`src/rtl/lma_pkg.sv`:
```
// rtl/lma_pkg.sv - shared types and defaults for the layer memory arbiter
package lma_pkg;

    localparam int DEF_ADDR_W    = 12;
    localparam int DEF_DATA_W    = 13;
    localparam int DEF_MAX_BURST = 16;

    localparam logic SEL_L0 = 1'b0;
    localparam logic SEL_L1 = 1'b1;

    typedef enum logic [1:0] {
        IDLE = 2'd0,
        OWN0 = 2'd1,
        OWN1 = 2'd2
    } lma_state_e;

    typedef struct packed {
        logic valid;
        logic id;
    } rd_tag_t;

endpackage

```
`src/rtl/lma_rr_picker.sv`:
```
// rtl/lma_rr_picker.sv - combinational grant logic; LMA_FIXED_PRIO_EN selects strict r0 priority
module lma_rr_picker
    import lma_pkg::*;
#(
    parameter int MAX_BURST = DEF_MAX_BURST,
    parameter int BURST_W   = 4
) (
`ifndef LMA_FIXED_PRIO_EN
    input  lma_state_e         state_i,
    input  logic [BURST_W-1:0] burst_cnt_i,
`endif
    input  logic [1:0]         req_i,
    output logic [1:0]         gnt_o
);

`ifndef LMA_FIXED_PRIO_EN
    localparam logic [BURST_W-1:0] BURST_LAST = BURST_W'(MAX_BURST - 1);
`endif

    always_comb begin
        gnt_o = 2'b00;
        case (req_i)
            2'b01: gnt_o = 2'b01;
            2'b10: gnt_o = 2'b10;
            2'b11: begin
`ifdef LMA_FIXED_PRIO_EN
                gnt_o = 2'b01;
`else
                // The owner keeps the port until its contended burst is used up.
                case (state_i)
                    OWN0:    gnt_o = (burst_cnt_i < BURST_LAST) ? 2'b01 : 2'b10;
                    OWN1:    gnt_o = (burst_cnt_i < BURST_LAST) ? 2'b10 : 2'b01;
                    default: gnt_o = 2'b01;
                endcase
`endif
            end
            default: gnt_o = 2'b00;
        endcase
    end

endmodule

```
`src/rtl/layer_mem_arbiter.sv`:
```
// rtl/layer_mem_arbiter.sv - two-requester arbiter/sequencer for the shared layer memory
// Define LMA_FIXED_PRIO_EN for strict requester-0 priority without burst fairness.
module layer_mem_arbiter
    import lma_pkg::*;
#(
    parameter int ADDR_W    = DEF_ADDR_W,
    parameter int DATA_W    = DEF_DATA_W,
    parameter int MAX_BURST = DEF_MAX_BURST
) (
    input  logic              clk,
    input  logic              reset,
    input  logic              r0_req,
    input  logic              r0_we,
    input  logic              r0_sel,
    input  logic [ADDR_W-1:0] r0_addr,
    input  logic [DATA_W-1:0] r0_wdata,
    input  logic              r1_req,
    input  logic              r1_we,
    input  logic              r1_sel,
    input  logic [ADDR_W-1:0] r1_addr,
    input  logic [DATA_W-1:0] r1_wdata,
    output logic              r0_gnt,
    output logic              r1_gnt,
    output logic              r0_rvalid,
    output logic              r1_rvalid,
    output logic [DATA_W-1:0] r0_rdata,
    output logic [DATA_W-1:0] r1_rdata,
    output logic              cwr,
    output logic              crd,
    output logic              csel,
    output logic [ADDR_W-1:0] caddr_wr,
    output logic [ADDR_W-1:0] caddr_rd,
    output logic [DATA_W-1:0] cdata_wr,
    input  logic [DATA_W-1:0] cdata_rd
);

    localparam int BURST_W = (MAX_BURST > 2) ? $clog2(MAX_BURST) : 1;

    lma_state_e        state_q, state_d;
    logic [1:0]        req, pick, gnt;
    logic              g_we, g_sel;
    logic [ADDR_W-1:0] g_addr;
    logic [DATA_W-1:0] g_wdata;

    logic              cwr_q, cwr_d, crd_q, crd_d, csel_q, csel_d;
    logic [ADDR_W-1:0] caddr_wr_q, caddr_wr_d, caddr_rd_q, caddr_rd_d;
    logic [DATA_W-1:0] cdata_wr_q, cdata_wr_d;
    rd_tag_t           tag1_q, tag1_d, tag2_q;
    logic [DATA_W-1:0] rdata0_q, rdata1_q;

    assign req = {r1_req, r0_req};

`ifdef LMA_FIXED_PRIO_EN
    lma_rr_picker #(.MAX_BURST(MAX_BURST), .BURST_W(BURST_W)) u_picker (
        .req_i (req),
        .gnt_o (pick)
    );
`else
    localparam logic [BURST_W-1:0] BURST_LAST = BURST_W'(MAX_BURST - 1);

    logic [BURST_W-1:0] burst_q, burst_d;

    lma_rr_picker #(.MAX_BURST(MAX_BURST), .BURST_W(BURST_W)) u_picker (
        .state_i     (state_q),
        .burst_cnt_i (burst_q),
        .req_i       (req),
        .gnt_o       (pick)
    );

    // Counts only contended re-grants to the current owner.
    always_comb begin
        burst_d = '0;
        if ((gnt[0] && state_q == OWN0 && req[1]) || (gnt[1] && state_q == OWN1 && req[0]))
            burst_d = (burst_q == BURST_LAST) ? burst_q : burst_q + 1'b1;
    end

    always_ff @(posedge clk or posedge reset) begin
        if (reset) burst_q <= '0;
        else       burst_q <= burst_d;
    end
`endif

    // No grant can be taken while reset is held.
    assign gnt     = pick & {2{~reset}};
    assign r0_gnt  = gnt[0];
    assign r1_gnt  = gnt[1];
    assign g_we    = gnt[1] ? r1_we    : r0_we;
    assign g_sel   = gnt[1] ? r1_sel   : r0_sel;
    assign g_addr  = gnt[1] ? r1_addr  : r0_addr;
    assign g_wdata = gnt[1] ? r1_wdata : r0_wdata;

    always_comb begin
        state_d    = state_q;
        cwr_d      = (|gnt) & g_we;
        crd_d      = (|gnt) & ~g_we;
        csel_d     = csel_q;
        caddr_wr_d = caddr_wr_q;
        caddr_rd_d = caddr_rd_q;
        cdata_wr_d = cdata_wr_q;
        tag1_d     = '{valid: (|gnt) & ~g_we, id: gnt[1]};

        if (gnt[0])         state_d = OWN0;
        else if (gnt[1])    state_d = OWN1;
        else if (req == '0) state_d = IDLE;

        if (|gnt) begin
            csel_d = g_sel;
            if (g_we) begin
                caddr_wr_d = g_addr;
                cdata_wr_d = g_wdata;
            end else begin
                caddr_rd_d = g_addr;
            end
        end
    end

    always_ff @(posedge clk or posedge reset) begin
        if (reset) begin
            state_q    <= IDLE;
            cwr_q      <= 1'b0;
            crd_q      <= 1'b0;
            csel_q     <= SEL_L0;
            caddr_wr_q <= '0;
            caddr_rd_q <= '0;
            cdata_wr_q <= '0;
            tag1_q     <= '0;
            tag2_q     <= '0;
            rdata0_q   <= '0;
            rdata1_q   <= '0;
        end else begin
            state_q    <= state_d;
            cwr_q      <= cwr_d;
            crd_q      <= crd_d;
            csel_q     <= csel_d;
            caddr_wr_q <= caddr_wr_d;
            caddr_rd_q <= caddr_rd_d;
            cdata_wr_q <= cdata_wr_d;
            tag1_q     <= tag1_d;
            tag2_q     <= tag1_q;
            if (tag2_q.valid && !tag2_q.id) rdata0_q <= cdata_rd;
            if (tag2_q.valid &&  tag2_q.id) rdata1_q <= cdata_rd;
        end
    end

    assign cwr      = cwr_q;
    assign crd      = crd_q;
    assign csel     = csel_q;
    assign caddr_wr = caddr_wr_q;
    assign caddr_rd = caddr_rd_q;
    assign cdata_wr = cdata_wr_q;

    // Memory data is forwarded in its return cycle; the register holds it afterwards.
    assign r0_rvalid = tag2_q.valid & ~tag2_q.id;
    assign r1_rvalid = tag2_q.valid &  tag2_q.id;
    assign r0_rdata  = r0_rvalid ? cdata_rd : rdata0_q;
    assign r1_rdata  = r1_rvalid ? cdata_rd : rdata1_q;

endmodule
```
`config.mk`:
```
export PLATFORM = sky130hd
export DESIGN_NAME = layer_mem_arbiter
export DESIGN_NICKNAME = d
export VERILOG_FILES = /design/src/rtl/lma_pkg.sv /design/src/rtl/lma_rr_picker.sv /design/src/rtl/layer_mem_arbiter.sv
export SDC_FILE = /design/constraint.sdc
export NUM_CORES = 1
export LEC_CHECK = 0
export ABC_AREA = 1
export BUFFER_PORTS_ARGS = -buffer_cell sky130_fd_sc_hd__buf_2
export CAP_MARGIN = 5
export CORE_ASPECT_RATIO = 1.1
export CORE_MARGIN = 3
export CORE_UTILIZATION = 44
export DETAILED_ROUTE_END_ITERATION = 12
export GPL_TIMING_DRIVEN = 0
export PLACE_DENSITY = 0.73
export SLEW_MARGIN = 20
export SYNTH_ARGS = -nofsm -noshare
export SYNTH_HDL_FRONTEND = slang
export SYNTH_HIERARCHICAL = 1
export SYNTH_SLANG_ARGS = --single-unit
export TNS_END_PERCENT = 20
```
`constraint.sdc`:
```
create_clock -name clk -period 4.5 [get_ports clk]
set_clock_uncertainty 0.05 [all_clocks]
set_input_delay 0.9 -clock clk [delete_from_list [all_inputs] [get_ports clk]]
set_output_delay 0.9 -clock clk [all_outputs]
set_load 0.02 [all_outputs]
```
==> flow_summary.toml, run 1 <==
[run_status]
status = "complete, no violations"

[sta]
setup_viol_count_final = 0
slew_viol_final = 0
fin_crit_sh = 0.6898
hold_viol_final = 0
hold_slack_ns = 0.3076
min_period_ns = 3.104
finalSetupTns_ns = 0
tightest_slew_ns = 0.7295
fmax_ghz = 0.3222
rsz0062_at_grt = "no"
slew_headroom = 0.5137

[setup_path]
r2r_start = "state_q[0]"
worstPathCellList = "buf_2 -> inv_1 -> or2_2 -> nand2_1 -> buf_6 -> nand2_8 -> buf_6 -> inv_1 -> buf_2"
worstPathArrival_ns = 2.15
slowest_stage = "or2_2"
regToRegSetupSlack_ns = 2.55
cp_data_required_time_ns = 3.55
path_delay_family = "buffers and inverters"
path_class = "in2out"
crit_path_max_incr_delay_ns = 0.26
reg2reg_to = "burst_q[1]"
path_depth = 9
worstRegToRegCells = 12
crit_buf_inv = 6
endpoint = "r1_gnt"
startpoint = "r1_req"
worst_setup_path_start_kind = "input pin"
cp_max_fo = 10
end_kind = "output port"

[routing]
vias = 3430
drc = 0
drtAntennaViolNets = 0
drtIter0Drc = 147
dr.pass1.iters = 4
wl_um = 9798
viasPerCell = 4.865
wl_per_cell_um = 13.90

[cells_and_area]
drive_gt1_frac = 0.3233
instances_no_fill = 705
syn2layout_area_growth_pct = 29.38
finish.net_count = 666
diodes = 0

[logic_synthesis]
ys_warn_count = 6
synthCells = 441
syn_nets = 515
seq_area_frac_synth = 0.5167
yosysUniqueCellTypes = 23
netlist_top_cells_area = "dfrtp_1 (52%), nand2_1 (18%), nand3_1 (9.6%), o21ai_0 (3.9%), buf_6 (3.7%)"
yosys.area.top_type = "dfrtp_1"
ys_seq_elements = 75
netlist_area_um2 = 3632
yosysTopAreaCellShare = 0.5167
syn_avg_cell_area_um2 = 8.236

[global_routing]
grt_pass1_vias = 3196
antenna_found_initial = 0
grt_start_max_net_pins = 85
grt_pass1_wl_um = 15720
grt_usage = 0.2147
grt.overflow.total = 0

[place]
port_buffers = 140
place_congestion = 0.8295
hpwl_um = 7107
dp_cells = 689

[pwr]
power_density_nw_per_um2 = 480.3
leakagePower_uw = 0.002758
vdd_drop_max_uv = 236.8

[clock_tree]
cts_resized = 0
hold_buffers = 0
root_buffer = "clkbuf_8"
cts_setup_buffers = 0
cts_tree = "built"
clk_path_buf_depth = 2
cts_inserted_buffers = 9
clk_latency_ns = 0.34
clk_pin_slew_ns = 0.08
clkSinkCount = 75
htreeDepth = 3

[run]
maxCapViolCount = 0

[floorplan]
die_area_um2 = 9382
core_um2 = 7955
die_x_um = 92.63
die_h_um = 101.3
rows = 34
initial_core_util = 0.4566
io_pins = 141

[hold_path]
min_path_type = "reg2reg"
Yosys cell counts:
cell type  number
buf_2           7
buf_4           3
buf_6          12
clkbuf_1        2
dfrtp_1        75
ha_1            3
inv_1          34
inv_2           1
nand2_1       173
nand2_2         4
nand2_4         1
nand2_8         2
nand3_1        70
nand3_2         1
nand3_4         3
nand4_1         1
nor2_1         11
nor2_2          1
o21ai_0        28
o21ai_1         4
or2_1           1
or2_2           3
xor2_1          1
area by class of cell:
class                           instances  area [µm²]
Sequential cell                        75        1877
Clock inverter                          4       72.57
Multi-Input combinational cell        307        1424
Inverter                               35       131.4
Fill cell                             731        3256
Tap cell                              108       135.1
Buffer                                 24       203.9
Clock buffer                           12       155.1
Timing Repair Buffer                  140       700.7
worst min-delay path by stage:
stage,start,to,cells past startpoint
final,tag1_q[0],tag2_q[0],0
after global routing,tag1_q[0],tag2_q[0],0
after CTS,tag1_q[0],tag2_q[0],0
after detailed placement,tag1_q[0],tag2_q[0],0
after global placement,tag1_q[0],tag2_q[0],0
after floorplan,tag1_q[0],tag2_q[0],0
worst reg2reg max path, cell delays in order, from the launching register on:
cell	delay, ns
dfrtp_1	0.44
inv_1	0.07
ha_1	0.21
o21ai_0	0.07
nand2_1	0.07
nand2_1	0.06
nand2_1	0.05
buf_6	0.16
nand2_8	0.12
buf_4	0.19
nor2_1	0.06
nor2_1	0.20
nor2_1	0.08
metal layers:
layer | track usage | part of all wire
met3 | 0.03640 | 0.062
met1 | 0.2782 | 0.44
met2 | 0.3583 | 0.48
met4 | 0.09245 | 0.017
met5 | 0 | 0
cell usage in the layout, fill, tap and decap left out, types with 2 or more instances in the layout:
master | synthesis | final
or2_2 | 3 | 3
nand2_1 | 173 | 173
inv_1 | 34 | 34
ha_1 | 3 | 3
o21ai_1 | 4 | 4
buf_4 | 3 | 2
clkbuf_1 | 2 | 3
nand3_1 | 70 | 70
bufinv_16 | 0 | 2
clkbuf_8 | 0 | 11
nor2_1 | 11 | 11
nand2_8 | 2 | 2
buf_2 | 7 | 147
buf_6 | 12 | 13
nand3_4 | 3 | 3
dfrtp_1 | 75 | 75
o21ai_0 | 28 | 28
nand2_2 | 4 | 4
power breakdown:
group	internal (µW)	leakage, µW	switching (µW)	total, µW
registers	841	0.000940	75.5	917
clock network	342	0.000113	248	590
logic	250	0.00171	500	750
total	1430	0.00276	824	2260
stage by stage:
stage / setup WS [ns] / utilization / total power (µW) / area, µm²
4_1_cts: 1.381 / 0.5903 / 2273 / 4696
3_5_place_dp: 1.380 / 0.5617 / 1684 / 4468
3_3_place_gp: 1.391 / 0.5617 / 1664 / 4468
5_1_grt: 1.333 / 0.5908 / 2391 / 4700
6_report: 1.396 / 0.5908 / 2257 / 4700
2_1_floorplan: 1.751 / - / 1396 / 3632
state kept, by name (all words and copies together) (netlist names):
register  flops
cdata_wr     13
state_q       2
rdata0_q     13
csel          1
caddr_rd     12
tag1_q        2
rdata1_q     13
tag2_q        2
caddr_wr     12
cwr           1
burst_q       4
logic make-up (layout without fill, tap and decap cells):
family | Yosys count | count (layout) | share of synthesized area
XOR/XNOR | 1 | 1 | 0.002412
AO/OA/AOI/OAI | 32 | 32 | 0.04409
AND/OR/NAND/NOR | 271 | 271 | 0.3352
adder cells (fa/ha/maj) | 3 | 3 | 0.01034
flip-flops | 75 | 75 | 0.5167
buffers and inverters | 59 | 215 | 0.09128
Power figures use the tool's default switching activity.
==> inputs of run 2 (changes only) <==
--- a/config.mk
+++ b/config.mk
@@ -5,15 +5,15 @@
 export SDC_FILE = /design/constraint.sdc
 export NUM_CORES = 1
 export LEC_CHECK = 0
-export ABC_AREA = 1
+export ABC_AREA = 0
 export BUFFER_PORTS_ARGS = -buffer_cell sky130_fd_sc_hd__buf_2
 export CAP_MARGIN = 5
 export CORE_ASPECT_RATIO = 1.1
 export CORE_MARGIN = 3
-export CORE_UTILIZATION = 44
+export CORE_UTILIZATION = 43
 export DETAILED_ROUTE_END_ITERATION = 12
 export GPL_TIMING_DRIVEN = 0
-export PLACE_DENSITY = 0.73
+export PLACE_DENSITY = 0.76
 export SLEW_MARGIN = 20
 export SYNTH_ARGS = -nofsm -noshare
 export SYNTH_HDL_FRONTEND = slang
==> constraint.sdc (replaced) <==
create_clock -name clk -period 2.8 [get_ports clk]
set_clock_uncertainty 0.05 [all_clocks]
set_input_delay 0.56 -clock clk [delete_from_list [all_inputs] [get_ports clk]]
set_output_delay 0.56 -clock clk [all_outputs]
set_load 0.02 [all_outputs]
==> flow_summary.toml, run 2 <==
[setup_path]
worstRegToRegCells = 7
worst_setup_path_start_kind = "register"
regToRegSetupSlack_ns = 0.37
cp_data_required_time_ns = 2.19
worstPathArrival_ns = 1.95
worstPathCellList = "nand2b_1 -> clkbuf_1 -> mux2_2 -> buf_2"
slowest_stage = "clkbuf_1"
cp_max_fo = 10
reg2reg_to = "caddr_rd[2]"
r2r_start = "burst_q[0]"
crit_path_max_incr_delay_ns = 0.47
end_kind = "output port"
startpoint = "tag2_q[0]"
endpoint = "r0_rdata[6]"
path_class = "reg2out"

[logic_synthesis]
synthTopCellsByCount = "dfrtp_1 (75), mux2_2 (69), mux2_4 (19)"
synthCells = 221
yosys.area.top_type = "dfrtp_1"
synth_edf_count = 0
yosysTopAreaCellShare = 0.5618
netlist_area_um2 = 3341
synthArstFlopShare = 1.000
seq_area_frac_synth = 0.5618
netlist_top_cells_area = "dfrtp_1 (56%), mux2_2 (23%), mux2_4 (8.5%), buf_6 (2.0%), ha_1 (1.1%)"
syn_avg_cell_area_um2 = 15.12
yosysMostFrequentCell = "dfrtp_1"
yosysUniqueCellTypes = 29
syn_nets = 295
ys.flop_type = "dfrtp_1"
ys_seq_elements = 75
ys_warn_count = 6

[clock_tree]
clk_latency_ns = 0.34
cts_resized = 0
cts_tree = "built"
clkSinkCount = 75
cts_inserted_buffers = 9
clk_pin_slew_ns = 0.08
clk_path_buf_depth = 2
cts_setup_buffers = 0
htreeDepth = 3
hold_buffers = 0
root_buffer = "clkbuf_8"

[routing]
drtAntennaViolNets = 0
drtIter0Drc = 64
viasPerCell = 4.807
vias = 2317
dr.pass1.iters = 4
wl_um = 7223
wl_per_cell_um = 14.99
drc = 0

[place]
place_congestion = 0.6994
hpwl_um = 5380
dp_cells = 467
port_buffers = 140
place_area_um2 = 4195

[sta]
fin_crit_sh = 0.9147
setup_viol_count_final = 0
slew_headroom = 0.6285
min_period_ns = 2.561
hold_slack_ns = 0.2248
slew_viol_final = 0
fmax_ghz = 0.3904
rsz0062_at_grt = "no"
tightest_slew_ns = 0.5572
hold_viol_final = 0

[floorplan]
die_area_um2 = 8864
die_x_um = 90.04
io_pins = 141
initial_core_util = 0.4446
rows = 33
die_h_um = 98.45
core_um2 = 7515

[pwr]
vdd_drop_max_uv = 476.7
power_density_nw_per_um2 = 854.1
p_total_uw = 3786
leakagePower_uw = 0.002222

[cells_and_area]
syn2layout_area_growth_pct = 32.70
instances_no_fill = 482
layout_commonest_cell = "buf_2"
drive_gt1_frac = 0.6844
mostFrequentLayoutCells = "buf_2 (141), dfrtp_1 (75), mux2_2 (69)"
diodes = 0
finish.net_count = 447
design_area_um2 = 4433

[run]
maxCapViolCount = 0

[hold_path]
min_path_type = "in2async"

[global_routing]
antenna_found_initial = 0
grt_start_max_net_pins = 42
grt_usage = 0.1674
grt_pass1_wl_um = 11850
grt_pass1_vias = 2399
grt.overflow.total = 0

[run_status]
status = "complete, no violations"
run 2: changes by cell type after synthesis, moves of 5 or more:
cell / before / now
inv_1: 34 / 8
mux2_2: 0 / 69
buf_6: 12 / 6
o21ai_0: 28 / 3
nand2_1: 173 / 4
buf_2: 7 / 1
mux2_4: 0 / 19
nor2_1: 11 / 6
nand3_1: 70 / 2
run 2: final cells by class:
| cell class | instances | area (µm²) |
|---|---|---|
| Inverter | 9 | 36.28 |
| Timing Repair Buffer | 141 | 720.7 |
| Clock buffer | 9 | 123.9 |
| Sequential cell | 75 | 1877 |
| Buffer | 9 | 80.08 |
| Fill cell | 669 | 3082 |
| Tap cell | 105 | 131.4 |
| Multi-Input combinational cell | 128 | 1350 |
| Clock inverter | 6 | 113.9 |
run 2: report_power, final:
part / total [µW] / internal, µW / switching [µW]
sequential: 1510 / 1380 / 127
combinational: 1290 / 572 / 721
clock: 982 / 590 / 393
run 2: metrics by stage:
step / setup TNS, ns / utilization / setup slack (ns)
CTS: 0 / 0.5899 / 0.1797
global route: 0 / 0.5899 / 0.07347
floorplan: 0 / - / 0.2800
finish: 0 / 0.5899 / 0.2388
global placement: -46.82 / 0.5553 / -0.6269
detailed placement: 0 / 0.5583 / 0.3589
run 2: worst max-delay path, delay by kind of cell, from the launching register on:
family        cells  cell delay (ns)
mux               1             0.41
buf+inv           2             0.64
flops             1             0.34
simple gates      1             0.23
run 2: worst min path at each step:
stage                        end      start  cells after the start  slack, ns
floorplan              tag2_q[0]  tag1_q[0]                      0       0.28
global placement       tag2_q[0]  tag1_q[0]                      0       0.29
detailed placement     tag2_q[0]  tag1_q[0]                      0       0.29
CTS                 caddr_rd[10]      reset                      2       0.22
global route        caddr_rd[10]      reset                      2       0.25
finish                      csel      reset                      2       0.22
run 2: logic make-up (layout without fill, tap and decap cells):
group                      after synthesis  after routing  synth area share
adders and majority gates                3              3           0.01124
AOI/OAI and AO/OA                       11             11           0.02172
buffers and inverters                   18            174           0.03408
and+or+nand+nor                         22             22           0.04157
muxes                                   91             91            0.3270
xor gates and xnor gates                 1              1          0.002622
DFF                                     75             75            0.5618
run 2: routing by layer:
metal	global-route usage	share of wire	vias to the layer above	wire length, µm
met2	0.2782	0.48	90	3472
met3	0.04809	0.073	11	527
met1	0.2099	0.43	1127	3112
met4	0.06007	0.015	0	111
li1	-	-	1089	-
met5	0	0	-	0
==> inputs of run 3 (changes only) <==
--- a/config.mk
+++ b/config.mk
@@ -17,6 +17,5 @@
 export SLEW_MARGIN = 20
 export SYNTH_ARGS = -nofsm -noshare
 export SYNTH_HDL_FRONTEND = slang
-export SYNTH_HIERARCHICAL = 1
 export SYNTH_SLANG_ARGS = --single-unit
 export TNS_END_PERCENT = 20
==> flow_summary.toml, run 3 <==
[cells_and_area]
mostFrequentLayoutCells = "buf_2 (142), dfrtp_1 (75), mux2_2 (56)"
layout_commonest_cell = "buf_2"
syn2layout_area_growth_pct = 31.89
diodes = 0
drive_gt1_frac = 0.6039
finish.net_count = 479
design_area_um2 = 4497

[sta]
fmax_ghz = 0.3782
slew_viol_final = 0
min_period_ns = 2.644
setup_viol_count_final = 0
tightest_slew_ns = 0.5948
rsz0062_at_grt = "no"
fin_crit_sh = 0.9444
slew_headroom = 0.6035
hold_viol_final = 0
finalSetupTns_ns = 0

[logic_synthesis]
seq_area_frac_synth = 0.5505
yosysUniqueCellTypes = 36
syn_avg_cell_area_um2 = 13.58
ys.flop_type = "dfrtp_1"
ys_seq_elements = 75
synthCells = 251
ys_warn_count = 0
yosys.area.top_type = "dfrtp_1"
netlist_top_cells_area = "dfrtp_1 (55%), mux2_2 (19%), mux2_4 (7.0%), inv_1 (2.5%), o22ai_1 (2.2%)"
yosysMostFrequentCell = "dfrtp_1"
syn_nets = 325
synthArstFlopShare = 1.000
synth_edf_count = 0
synthTopCellsByCount = "dfrtp_1 (75), mux2_2 (57), inv_1 (23)"
netlist_area_um2 = 3410
yosysTopAreaCellShare = 0.5505

[clock_tree]
cts_tree = "built"
cts_inserted_buffers = 9
clk_latency_ns = 0.33
clkSinkCount = 75
htreeDepth = 3
clk_path_buf_depth = 2
clk_pin_slew_ns = 0.08
root_buffer = "clkbuf_8"
hold_buffers = 0

[setup_path]
reg2reg_to = "caddr_wr[8]"
crit_path_max_incr_delay_ns = 0.42
path_class = "reg2out"
crit_buf_inv = 3
worst_setup_path_start_kind = "register"
regToRegSetupSlack_ns = 0.21
worstRegToRegCells = 8
worstPathArrival_ns = 2.03
cp_data_required_time_ns = 2.19
cp_max_fo = 11
startpoint = "burst_q[0]"
slowest_stage = "dfrtp_1"
worstPathCellList = "ha_2 -> and4_1 -> a211oi_4 -> or2_4 -> buf_12 -> inv_1 -> buf_2"
path_delay_family = "simple AND/OR/NAND/NOR gates"
r2r_start = "burst_q[0]"
end_kind = "output port"

[global_routing]
grt_start_max_net_pins = 36
grt.overflow.total = 0
grt_pass1_wl_um = 13000
antenna_found_initial = 0
grt_pass1_vias = 2633
grt_usage = 0.1814

[routing]
wl_um = 7934
drc = 0
dr.pass1.iters = 4
drtAntennaViolNets = 0
drtIter0Drc = 54
wl_per_cell_um = 15.44
vias = 2521
viasPerCell = 4.905

[pwr]
vdd_drop_max_uv = 279.6
power_density_nw_per_um2 = 736.4
leakagePower_uw = 0.002290

[run]
maxCapViolCount = 0

[floorplan]
die_x_um = 90.90
rows = 33
die_area_um2 = 9035
initial_core_util = 0.4488
die_h_um = 99.39
core_um2 = 7597
io_pins = 141

[hold_path]
min_path_type = "in2async"

[place]
hpwl_um = 5988
place_area_um2 = 4295
port_buffers = 140
place_congestion = 0.7907

[run_status]
status = "complete, no violations"
-- run 3: cell count changes in the layout (fill, tap and decap cells not counted), moves of 4 or more --
cell,delta
inv_1,+15
mux2_2,-13
a21oi_1,+12
o22ai_1,+12
buf_6,-4
-- run 3: logic make-up after synthesis --
family / share of synthesized area
simple gates: 0.03743
mux: 0.2840
flops: 0.5505
xor+xnor: 0.002569
fa+ha+maj: 0.01101
compound gates: 0.06532
buf+inv: 0.04917
-- run 3: what timing repair did --
action | in CTS | in global routing
setup buffers | 1 | 0
gates cloned | 1 | 1
gates resized for setup | 2 | 5
endpoints found under the setup margin | 1 | 20
pin swaps | 1 | 0
-- run 3: report_power, final --
| part | switching [µW] | internal [µW] | leakage [µW] |
|---|---|---|---|
| sequential | 102 | 1340 | 0.000886 |
| clock | 377 | 314 | 0.0000819 |
| combinational | 674 | 500 | 0.00132 |
| total | 1150 | 2160 | 0.00229 |
-- run 3: layout make-up --
| cell class | count | area, µm² |
|---|---|---|
| repair buffers | 144 | 773.2 |
| clock inverters | 5 | 31.28 |
| repair inverters | 1 | 5.005 |
| plain buffers | 9 | 67.56 |
| multi-input cells | 142 | 1394 |
| flip-flops and latches | 75 | 1877 |
| clock buffers | 10 | 127.6 |
| well taps | 105 | 131.4 |
| fillers | 665 | 3100 |
| inverters | 23 | 90.09 |
-- run 3: worst max-delay path by stage --
stage	to	slack, ns	cells past startpoint
3_3_place_gp	caddr_wr[5]	-1.14	7
6_report	r1_gnt	0.16	7
2_1_floorplan	caddr_wr[10]	-0.34	7
4_1_cts	r1_gnt	0.02	7
3_5_place_dp	r1_gnt	-0.38	11
5_1_grt	r1_gnt	0.02	7
-- run 3: metrics by stage --
stage	total power [µW]	hold WS [ns]	cells	worst slack (ns)	utilization
floorplan	2225	0.2812	251	-0.3436	-
global placement	2601	0.2821	496	-1.141	0.5601
detailed placement	2646	0.2919	498	-0.3846	0.5654
CTS	3349	0.1856	513	0.02499	0.5851
global route	3517	0.2053	514	0.01915	0.5919
finish	3311	0.1982	514	0.1558	0.5919
-- run 3: metal layers --
| layer | share of wire | track usage | wire [µm] | vias to the layer above |
|---|---|---|---|---|
| met3 | 0.067 | 0.05068 | 530 | 6 |
| met5 | 0 | 0 | 0 | - |
| met2 | 0.47 | 0.2932 | 3743 | 102 |
| met1 | 0.45 | 0.2447 | 3598 | 1219 |
| met4 | 0.0077 | 0.04292 | 61 | 0 |
| li1 | - | - | - | 1194 |
